<file path="config.mk">
export PLATFORM = sky130hd
export DESIGN_NAME = draw_sequencer
export DESIGN_NICKNAME = d
export VERILOG_FILES = /design/src/rtl/draw_sequencer.sv
export SDC_FILE = /design/constraint.sdc
export NUM_CORES = 1
export LEC_CHECK = 0
export BUFFER_PORTS_ARGS = -buffer_cell sky130_fd_sc_hd__buf_2
export CORE_MARGIN = 4
export CORE_UTILIZATION = 51
export CTS_BUF_LIST = sky130_fd_sc_hd__clkbuf_2 sky130_fd_sc_hd__clkbuf_4 sky130_fd_sc_hd__clkbuf_8
export DETAILED_ROUTE_END_ITERATION = 12
export GPL_ROUTABILITY_DRIVEN = 1
export MAX_ROUTING_LAYER = met4
export PLACE_DENSITY = 0.83
export RECOVER_POWER = 100
export SLEW_MARGIN = 20
export SYNTH_ARGS = -nofsm -noshare
export SYNTH_HDL_FRONTEND = slang
export SYNTH_SLANG_ARGS = --single-unit
</file>
<file path="constraint.sdc">
create_clock -name clk -period 2.5 [get_ports clk]
set_input_delay 0.5 -clock clk [delete_from_list [all_inputs] [get_ports clk]]
set_output_delay 0.5 -clock clk [all_outputs]
set_load 0.005 [all_outputs]
</file>
<file path="src/rtl/draw_sequencer.sv">
`default_nettype none
// ============================================================================
// Module   : draw_sequencer
// Purpose  : Runs one drawing command: clears the screen with the fill engine,
//            then draws a circle with parameters captured at start. Owns the
//            shared VGA plot port, forwards only the active engine's pixels,
//            drops off-screen pixels and counts plotted / clipped pixels.
// Revision : 1.0  initial release
// ----------------------------------------------------------------------------
// Ports
//   clk, rst_n                      clock, asynchronous active-low reset
//   start / done                    level command handshake
//   centre_x/centre_y/radius/colour circle command, captured on start
//   fill_start/fill_done            fill engine handshake
//   fill_colour_cfg                 constant fill colour
//   fill_x/fill_y/fill_colour/fill_plot   fill pixel stream
//   circ_start/circ_done            circle engine handshake
//   circ_centre_x/circ_centre_y/circ_radius/circ_colour_cfg  captured config
//   circ_x/circ_y/circ_colour/circ_plot   circle pixel stream
//   vga_x/vga_y/vga_colour/vga_plot       registered adapter port
//   plot_count/clip_count           per-command pixel statistics
// ============================================================================
module draw_sequencer #(
    parameter int         SCREEN_W    = 160,
    parameter int         SCREEN_H    = 120,
    parameter logic [2:0] FILL_COLOUR = 3'b000
) (
    input  logic        clk,
    input  logic        rst_n,
    input  logic        start,
    output logic        done,
    input  logic [7:0]  centre_x,
    input  logic [6:0]  centre_y,
    input  logic [7:0]  radius,
    input  logic [2:0]  colour,
    output logic        fill_start,
    input  logic        fill_done,
    output logic [2:0]  fill_colour_cfg,
    input  logic [7:0]  fill_x,
    input  logic [6:0]  fill_y,
    input  logic [2:0]  fill_colour,
    input  logic        fill_plot,
    output logic        circ_start,
    input  logic        circ_done,
    output logic [7:0]  circ_centre_x,
    output logic [6:0]  circ_centre_y,
    output logic [7:0]  circ_radius,
    output logic [2:0]  circ_colour_cfg,
    input  logic [7:0]  circ_x,
    input  logic [6:0]  circ_y,
    input  logic [2:0]  circ_colour,
    input  logic        circ_plot,
    output logic [7:0]  vga_x,
    output logic [6:0]  vga_y,
    output logic [2:0]  vga_colour,
    output logic        vga_plot,
    output logic [14:0] plot_count,
    output logic [14:0] clip_count
);

    localparam logic [7:0]  c_X_LIM   = 8'(SCREEN_W);
    localparam logic [6:0]  c_Y_LIM   = 7'(SCREEN_H);
    localparam logic [14:0] c_CNT_MAX = 15'h7FFF;

    typedef enum logic [2:0] {
        S_IDLE     = 3'd0,
        S_FILL     = 3'd1,
        S_FILL_REL = 3'd2,
        S_CIRC     = 3'd3,
        S_CIRC_REL = 3'd4,
        S_DONE     = 3'd5
    } state_t;

    state_t      r_state;
    state_t      w_next;

    logic        r_fill_start;
    logic        r_circ_start;
    logic [7:0]  r_cx;
    logic [6:0]  r_cy;
    logic [7:0]  r_rad;
    logic [2:0]  r_col;
    logic [7:0]  r_vga_x;
    logic [6:0]  r_vga_y;
    logic [2:0]  r_vga_col;
    logic        r_vga_plot;
    logic [14:0] r_plot_cnt;
    logic [14:0] r_clip_cnt;

    logic        w_sel_plot;
    logic [7:0]  w_sel_x;
    logic [6:0]  w_sel_y;
    logic [2:0]  w_sel_col;
    logic        w_on_screen;
    logic        w_cmd_go;

    assign w_cmd_go = (r_state == S_IDLE) && start;

    // ---------------- state machine ----------------
    always_ff @(posedge clk or negedge rst_n) begin
        if (!rst_n) r_state <= S_IDLE;
        else        r_state <= w_next;
    end

    always_comb begin
        w_next = r_state;
        case (r_state)
            S_IDLE:     if (start)      w_next = S_FILL;
            S_FILL:     if (fill_done)  w_next = S_FILL_REL;
            S_FILL_REL: if (!fill_done) w_next = S_CIRC;
            S_CIRC:     if (circ_done)  w_next = S_CIRC_REL;
            S_CIRC_REL: if (!circ_done) w_next = S_DONE;
            S_DONE:     if (!start)     w_next = S_IDLE;
            default:                    w_next = S_IDLE;
        endcase
    end

    // Engine starts decode the next state so they are high exactly while the
    // state register holds FILL / CIRC, yet come straight from flops.
    always_ff @(posedge clk or negedge rst_n) begin
        if (!rst_n) begin
            r_fill_start <= 1'b0;
            r_circ_start <= 1'b0;
        end else begin
            r_fill_start <= (w_next == S_FILL);
            r_circ_start <= (w_next == S_CIRC);
        end
    end

    // ---------------- command capture ----------------
    always_ff @(posedge clk or negedge rst_n) begin
        if (!rst_n) begin
            r_cx  <= 8'd0;
            r_cy  <= 7'd0;
            r_rad <= 8'd0;
            r_col <= 3'd0;
        end else if (w_cmd_go) begin
            r_cx  <= centre_x;
            r_cy  <= centre_y;
            r_rad <= radius;
            r_col <= colour;
        end
    end

    // ---------------- pixel mux and clipping ----------------
    always_comb begin
        w_sel_plot = 1'b0;
        w_sel_x    = 8'd0;
        w_sel_y    = 7'd0;
        w_sel_col  = 3'd0;
        case (r_state)
            S_FILL: begin
                w_sel_plot = fill_plot;
                w_sel_x    = fill_x;
                w_sel_y    = fill_y;
                w_sel_col  = fill_colour;
            end
            S_CIRC: begin
                w_sel_plot = circ_plot;
                w_sel_x    = circ_x;
                w_sel_y    = circ_y;
                w_sel_col  = circ_colour;
            end
            default: ;
        endcase
    end

    assign w_on_screen = (w_sel_x < c_X_LIM) && (w_sel_y < c_Y_LIM);

    // Coordinates/colour only update on a forwarded pixel, so the adapter
    // sees stable values whenever vga_plot is low.
    always_ff @(posedge clk or negedge rst_n) begin
        if (!rst_n) begin
            r_vga_x    <= 8'd0;
            r_vga_y    <= 7'd0;
            r_vga_col  <= 3'd0;
            r_vga_plot <= 1'b0;
        end else begin
            r_vga_plot <= w_sel_plot && w_on_screen;
            if (w_sel_plot && w_on_screen) begin
                r_vga_x   <= w_sel_x;
                r_vga_y   <= w_sel_y;
                r_vga_col <= w_sel_col;
            end
        end
    end

    // Counters only move in FILL/CIRC, so clearing in IDLE never collides.
    always_ff @(posedge clk or negedge rst_n) begin
        if (!rst_n) begin
            r_plot_cnt <= 15'd0;
            r_clip_cnt <= 15'd0;
        end else if (w_cmd_go) begin
            r_plot_cnt <= 15'd0;
            r_clip_cnt <= 15'd0;
        end else if (w_sel_plot) begin
            if (w_on_screen) begin
                if (r_plot_cnt != c_CNT_MAX) r_plot_cnt <= r_plot_cnt + 15'd1;
            end else begin
                if (r_clip_cnt != c_CNT_MAX) r_clip_cnt <= r_clip_cnt + 15'd1;
            end
        end
    end

    // ---------------- outputs ----------------
    assign done            = (r_state == S_DONE) && start;
    assign fill_start      = r_fill_start;
    assign circ_start      = r_circ_start;
    assign fill_colour_cfg = FILL_COLOUR;
    assign circ_centre_x   = r_cx;
    assign circ_centre_y   = r_cy;
    assign circ_radius     = r_rad;
    assign circ_colour_cfg = r_col;
    assign vga_x           = r_vga_x;
    assign vga_y           = r_vga_y;
    assign vga_colour      = r_vga_col;
    assign vga_plot        = r_vga_plot;
    assign plot_count      = r_plot_cnt;
    assign clip_count      = r_clip_cnt;

endmodule
`default_nettype wire

</file>
Yosys cells after proc, flatten, opt, wreduce, memory -nomap -nowiden
Index checks and enable logic that the tools add are counted.

cells by class
  add/sub/neg operators = 2
  $lt $le $gt $ge = 2
  equality and inequality tests = 10
  muxes and demuxes = 19
  reductions and logical operators = 11

operators by type and width
  kind                     count
  $mux W15                 8
  $add A15 B1 Y15 const B  2
  $ne A15 B15 Y1 const B   2
  $mux W3                  6
  $pmux W3 S6              1
  $pmux W8 S2              1
  $pmux W7 S2              1
  $eq A3 B2 Y1 const B     3
  $lt A8 B8 Y1 const B     1
  $reduce_bool A2 Y1       4
  $lt A7 B7 Y1 const B     1
  $eq A3 B1 Y1 const B     2
  $eq A3 B3 Y1 const B     2
  $pmux W3 S2              1
  $reduce_and A3 Y1        2
  $logic_and A1 B1 Y1      4
  $logic_not A3 Y1         1
  $ne A2 B1 Y1 const B     1
  $pmux W1 S2              1

word-level totals
  bits in registers = 80
  bits of input ports = 69
  output and inout bits = 81
  logic and storage cells = 57

Depth between registers and ports, before layout
  depth in word-level cells = 7
  depth in mapped cells = 8
  depth with buffers taken out = 6

Worst setup path after synthesis
Ideal clock, no wire load.

  path type = reg-to-reg
  from = reg r_state[1]
  to = reg r_plot_cnt[13], in the netlist plot_count[13]
  library setup time = 78 ps
  arrival time = 1818 ps
  required time = 2422 ps
  setup slack = 604 ps
  cell stages (with the launch flop) = 8
  path buffers = 2
  clock period less this slack = 1896 ps
  path through = dfrtp_1 buf_6 nor3_1 nor4_2 a41o_4 buf_6 or4_1 a21oi_1

between the ends
  cells in the longest elaborated chain, start to end = 6
  elaborated cells on any way between the ends = 15
  classes of those cells = order compare (2); eq/ne (2); mux (4); reduce/logical (7)

ends and longest elaborated chain
  element                                       RTL line  text
  start: declaration                            74        state_t r_state;
  start signal: assignment                      102       else r_state <= w_next;
  $eq A3 B2 Y1 or $eq A3 B1 Y1 (tied branches)  151       case (r_state)
  $pmux W8 S2 or $pmux W7 S2 (tied branches)    151
  $lt A8 B8 Y1 or $lt A7 B7 Y1 (tied branches)  168       assign w_on_screen = (w_sel_x < c_X_LIM) && (w_sel_y < c_Y_LIM);
  $logic_and A1 B1 Y1                           168
  $reduce_bool A2 Y1 (no line)                  n/a
  $reduce_and A3 Y1 (no line)                   n/a
  end signal: assignment                        198       if (r_plot_cnt != c_CNT_MAX) r_plot_cnt <= r_plot_cnt + 15'd1;
  end: declaration                              87        logic [14:0] r_plot_cnt;

Parallel ways exist; a longest one is shown, timed or not.
A chain may end at the register's enable or synchronous reset.

Final worst setup path
  from = reg r_state[1]
  to = reg r_vga_y[3], in the netlist vga_y[3]

between the ends
  cells in the longest elaborated chain, start to end = 5
  elaborated cells on any way between the ends = 9
  classes of those cells = order compare (2); eq/ne (2); mux (3); reduce/logical (2)

ends and longest elaborated chain
  element                                       RTL line  text
  $eq A3 B2 Y1 or $eq A3 B1 Y1 (tied branches)  151
  $pmux W8 S2 or $pmux W7 S2 (tied branches)    151
  $lt A8 B8 Y1 or $lt A7 B7 Y1 (tied branches)  168
  $logic_and A1 B1 Y1                           168
  $logic_and A1 B1 Y1                           180       if (w_sel_plot && w_on_screen) begin
  end signal: assignment                        182       r_vga_y <= w_sel_y;
  end: declaration                              84        logic [6:0] r_vga_y;

Parallel ways exist; a longest one is shown, timed or not.

==> results.py <==
metrics = {
    "run_status": {
        "status": "complete, but fails checks",
        "violations": "capacitance limit, slew limit",
    },
    "cts": {
        "clock-sinks": 80,
        "cts_buffers": 9,
        "cts-root-buf": "clkbuf_8",
        "clock_latency_ns": 0.34,
        "cts_tree": "done",
        "clkTransAtPathRegs_ns": 0.09,
        "post_cts_buffers": 0,
        "cts.htree.levels": 3,
        "clockBufferDepth": 2,
    },
    "grt": {
        "met2_usage_pct": 37.2,
        "use_met1_pct": 29.3,
        "grt_busiest_layer": "met2",
        "grt_pass1_wl_um": 16200,
        "grt_pass1_vias": 3504,
        "grt_max_degree": 47,
        "grt.total_usage_pct": 23.0,
        "grt-ovfl-total": 0,
        "antenna_found_initial": 0,
        "grt_use_met3_pct": 3.75,
    },
    "sta": {
        "rsz0062_at_grt": "false",
        "slew_headroom_pct": -31.9,
        "skew_ns": 0.0113,
        "hold_viol_final": 0,
        "worstMarginPinSlew_ns": 1.98,
        "fin_crit_sh_pct": 90.9,
        "max_freq_ghz": 0.440,
        "tns_ns": 0,
        "slew_violations": 35,
        "fin_crit_ns": 2.27,
        "setup_viol": 0,
        "whs_ns": 0.339,
    },
    "synth": {
        "synth-seq-cells": 80,
        "synth.distinct_cells": 49,
        "avgSynthCellArea_um2": 9.58,
        "synth_warnings": 0,
        "synth_top_area_share_pct": 50.6,
        "post-synth-top-count-cell": "nand2_1",
        "synth_edf_count": 0,
        "yosys-top-cells-count": "nand2_1 (107), dfrtp_1 (80), mux2i_1 (29), o31ai_1 (25), o21ai_0 (20)",
        "syn_inst": 413,
        "synth_ff_type": "dfrtp_1",
        "ys_top_cells_by_area": "dfrtp_1 (51%), nand2_1 (10%), mux2i_1 (7.3%)",
        "synth_largest_area_cell": "dfrtp_1",
        "netlist_area_um2": 3960,
        "seq_area_frac_synth_pct": 50.6,
        "synthArstFlopShare_pct": 100,
    },
    "die": {
        "die_h_um": 96.1,
        "design.core.area_um2": 7410,
        "rows": 31,
        "chipWidth_um": 96.1,
        "die_area_um2": 9230,
        "start_util_pct": 53.4,
        "io_pins": 150,
    },
    "routing": {
        "totalWireLength_um": 10400,
        "ant_nets": 0,
        "vias": 3690,
        "detail_route.wl_per_cell_um": 15.8,
        "drt_first_iter_violations": 214,
        "drcViolationCount": 0,
        "drt-pass1-iter-count": 5,
        "viasPerCell": 5.60,
    },
    "placement": {
        "port_buffers": 146,
        "dpl.hpwl_um": 7700,
        "gp_congestion": 0.871,
    },
    "critical_path": {
        "arrival_ns": 2.50,
        "path_class": "flip-flop to flip-flop",
        "worstReg2RegStart": "r_state[1]",
        "r2r_end": "vga_y[3]",
        "cp-end-kind": "flip-flop",
        "r2r_slack_ns": 0.23,
        "reg2reg_depth": 8,
        "crit_required_ns": 2.72,
        "cp-start-kind": "flip-flop",
        "path_max_fanout": 26,
    },
    "run": {
        "maxCapViolations": 1,
    },
    "cells_and_area": {
        "drive_gt1_share_pct": 24.8,
        "syn_to_final_growth_pct": 23.6,
        "diodes": 0,
        "final_net_count": 627,
    },
    "worst_hold_path": {
        "worst_hold_path.num_cells": 3,
        "min_to": "circ_centre_x[5]",
        "hold_path_class": "input pin to flip-flop",
        "min_from": "centre_x[5]",
    },
    "power": {
        "p_leak_uw": 0.00239,
        "p_per_area_nw_per_um2": 993,
        "ir_worst_vdd_mv": 0.568,
    },
}
-- area by class of cell --
type	instances	area, um^2
well taps	99	124
multi-input cells	303	1790
fillers	665	2520
repair buffers	156	753
clock inverters	5	57.6
clock buffers	10	138
flip-flops and latches	80	2000
inverters	6	22.5
-- metrics by stage --
stage          std cells  utilization (%)  setup WS, ns  area (um^2)  power (uW)
3_3_place_gp         644             64.3         0.265         4760        3910
2_1_floorplan        415                -         0.604         3960        3230
5_1_grt              659             66.0        0.0669         4890        5230
6_report             659             66.0         0.228         4890        4850
4_1_cts              659             66.9         0.181         4960        4970
3_5_place_dp         644             64.3         0.198         4760        4020
-- cell families (layout without fill, tap and decap cells) --
logic type | count (synthesis) | after routing | share of synthesized area, %
DFF | 80 | 80 | 50.6
buffers and inverters | 32 | 177 | 4.18
muxes | 33 | 33 | 8.48
and+or+nand+nor | 190 | 190 | 22.8
AOI/OAI and AO/OA | 75 | 75 | 13.2
adders and majority gates | 2 | 2 | 0.633
other | 1 | 3 | 0.0948
-- cells in the final DEF, fill, tap and decap left out, types with 6 or more instances in the layout --
master / synthesis / final
buf_2: 6 / 96
inv_1: 5 / 6
nor3_1: 8 / 8
or4_1: 13 / 13
clkbuf_1: 11 / 49
buf_4: 4 / 8
nand3_1: 18 / 18
dfrtp_1: 80 / 79
o21ai_0: 20 / 20
nor2_1: 18 / 18
nand2_1: 107 / 107
mux2i_1: 29 / 29
a21oi_1: 12 / 12
o31ai_1: 25 / 25
clkbuf_8: 0 / 10
-- power by group --
part | switching [uW] | leakage [uW] | internal (uW)
Sequential | 273 | 0.00105 | 1710
Combinational | 1180 | 0.00125 | 745
Clock | 465 | 0.0000904 | 481
-- registers in the layout (all words and copies together) (netlist names) --
register         flops
clip_count          15
circ_centre_y        7
circ_centre_x        8
r_state              3
vga_y                7
circ_radius          8
vga_colour           3
vga_x                8
fill_start           1
circ_start           1
vga_plot             1
circ_colour_cfg      3
plot_count          15
-- worst max path at each step --
stage / from / end / slack (ns) / cells past startpoint
final: r_state[1] / vga_y[3] / 0.23 / 8
after global routing: r_state[1] / vga_y[5] / 0.07 / 8
after CTS: r_state[1] / vga_y[5] / 0.18 / 8
after floorplan: r_state[1] / plot_count[13] / 0.60 / 7
after detailed placement: r_state[1] / vga_y[5] / 0.20 / 8
after global placement: r_state[1] / vga_y[4] / 0.27 / 8
-- critical path: stages, from the launching register on --
cell	delay, ns
dfrtp_2	0.46
buf_4	0.22
mux2i_1	0.20
nor2_1	0.10
a41oi_2	0.20
buf_4	0.28
nand2_1	0.13
inv_1	0.19
mux2_2	0.35
-- routing by layer --
layer / routed length [um] / vias to the layer above
met4: 127 / 0
met1: 4320 / 1751
met3: 832 / 14
met5: 0 / -
li1: - / 1751
met2: 5140 / 174
-- what timing repair did --
| action | CTS | global route |
|---|---|---|
| setup endpoints to repair | 0 | 1 |
| hold buffers | 0 | 0 |
| resized for setup | 0 | 1 |
No activity file was read; power rests on OpenSTA's default activity.
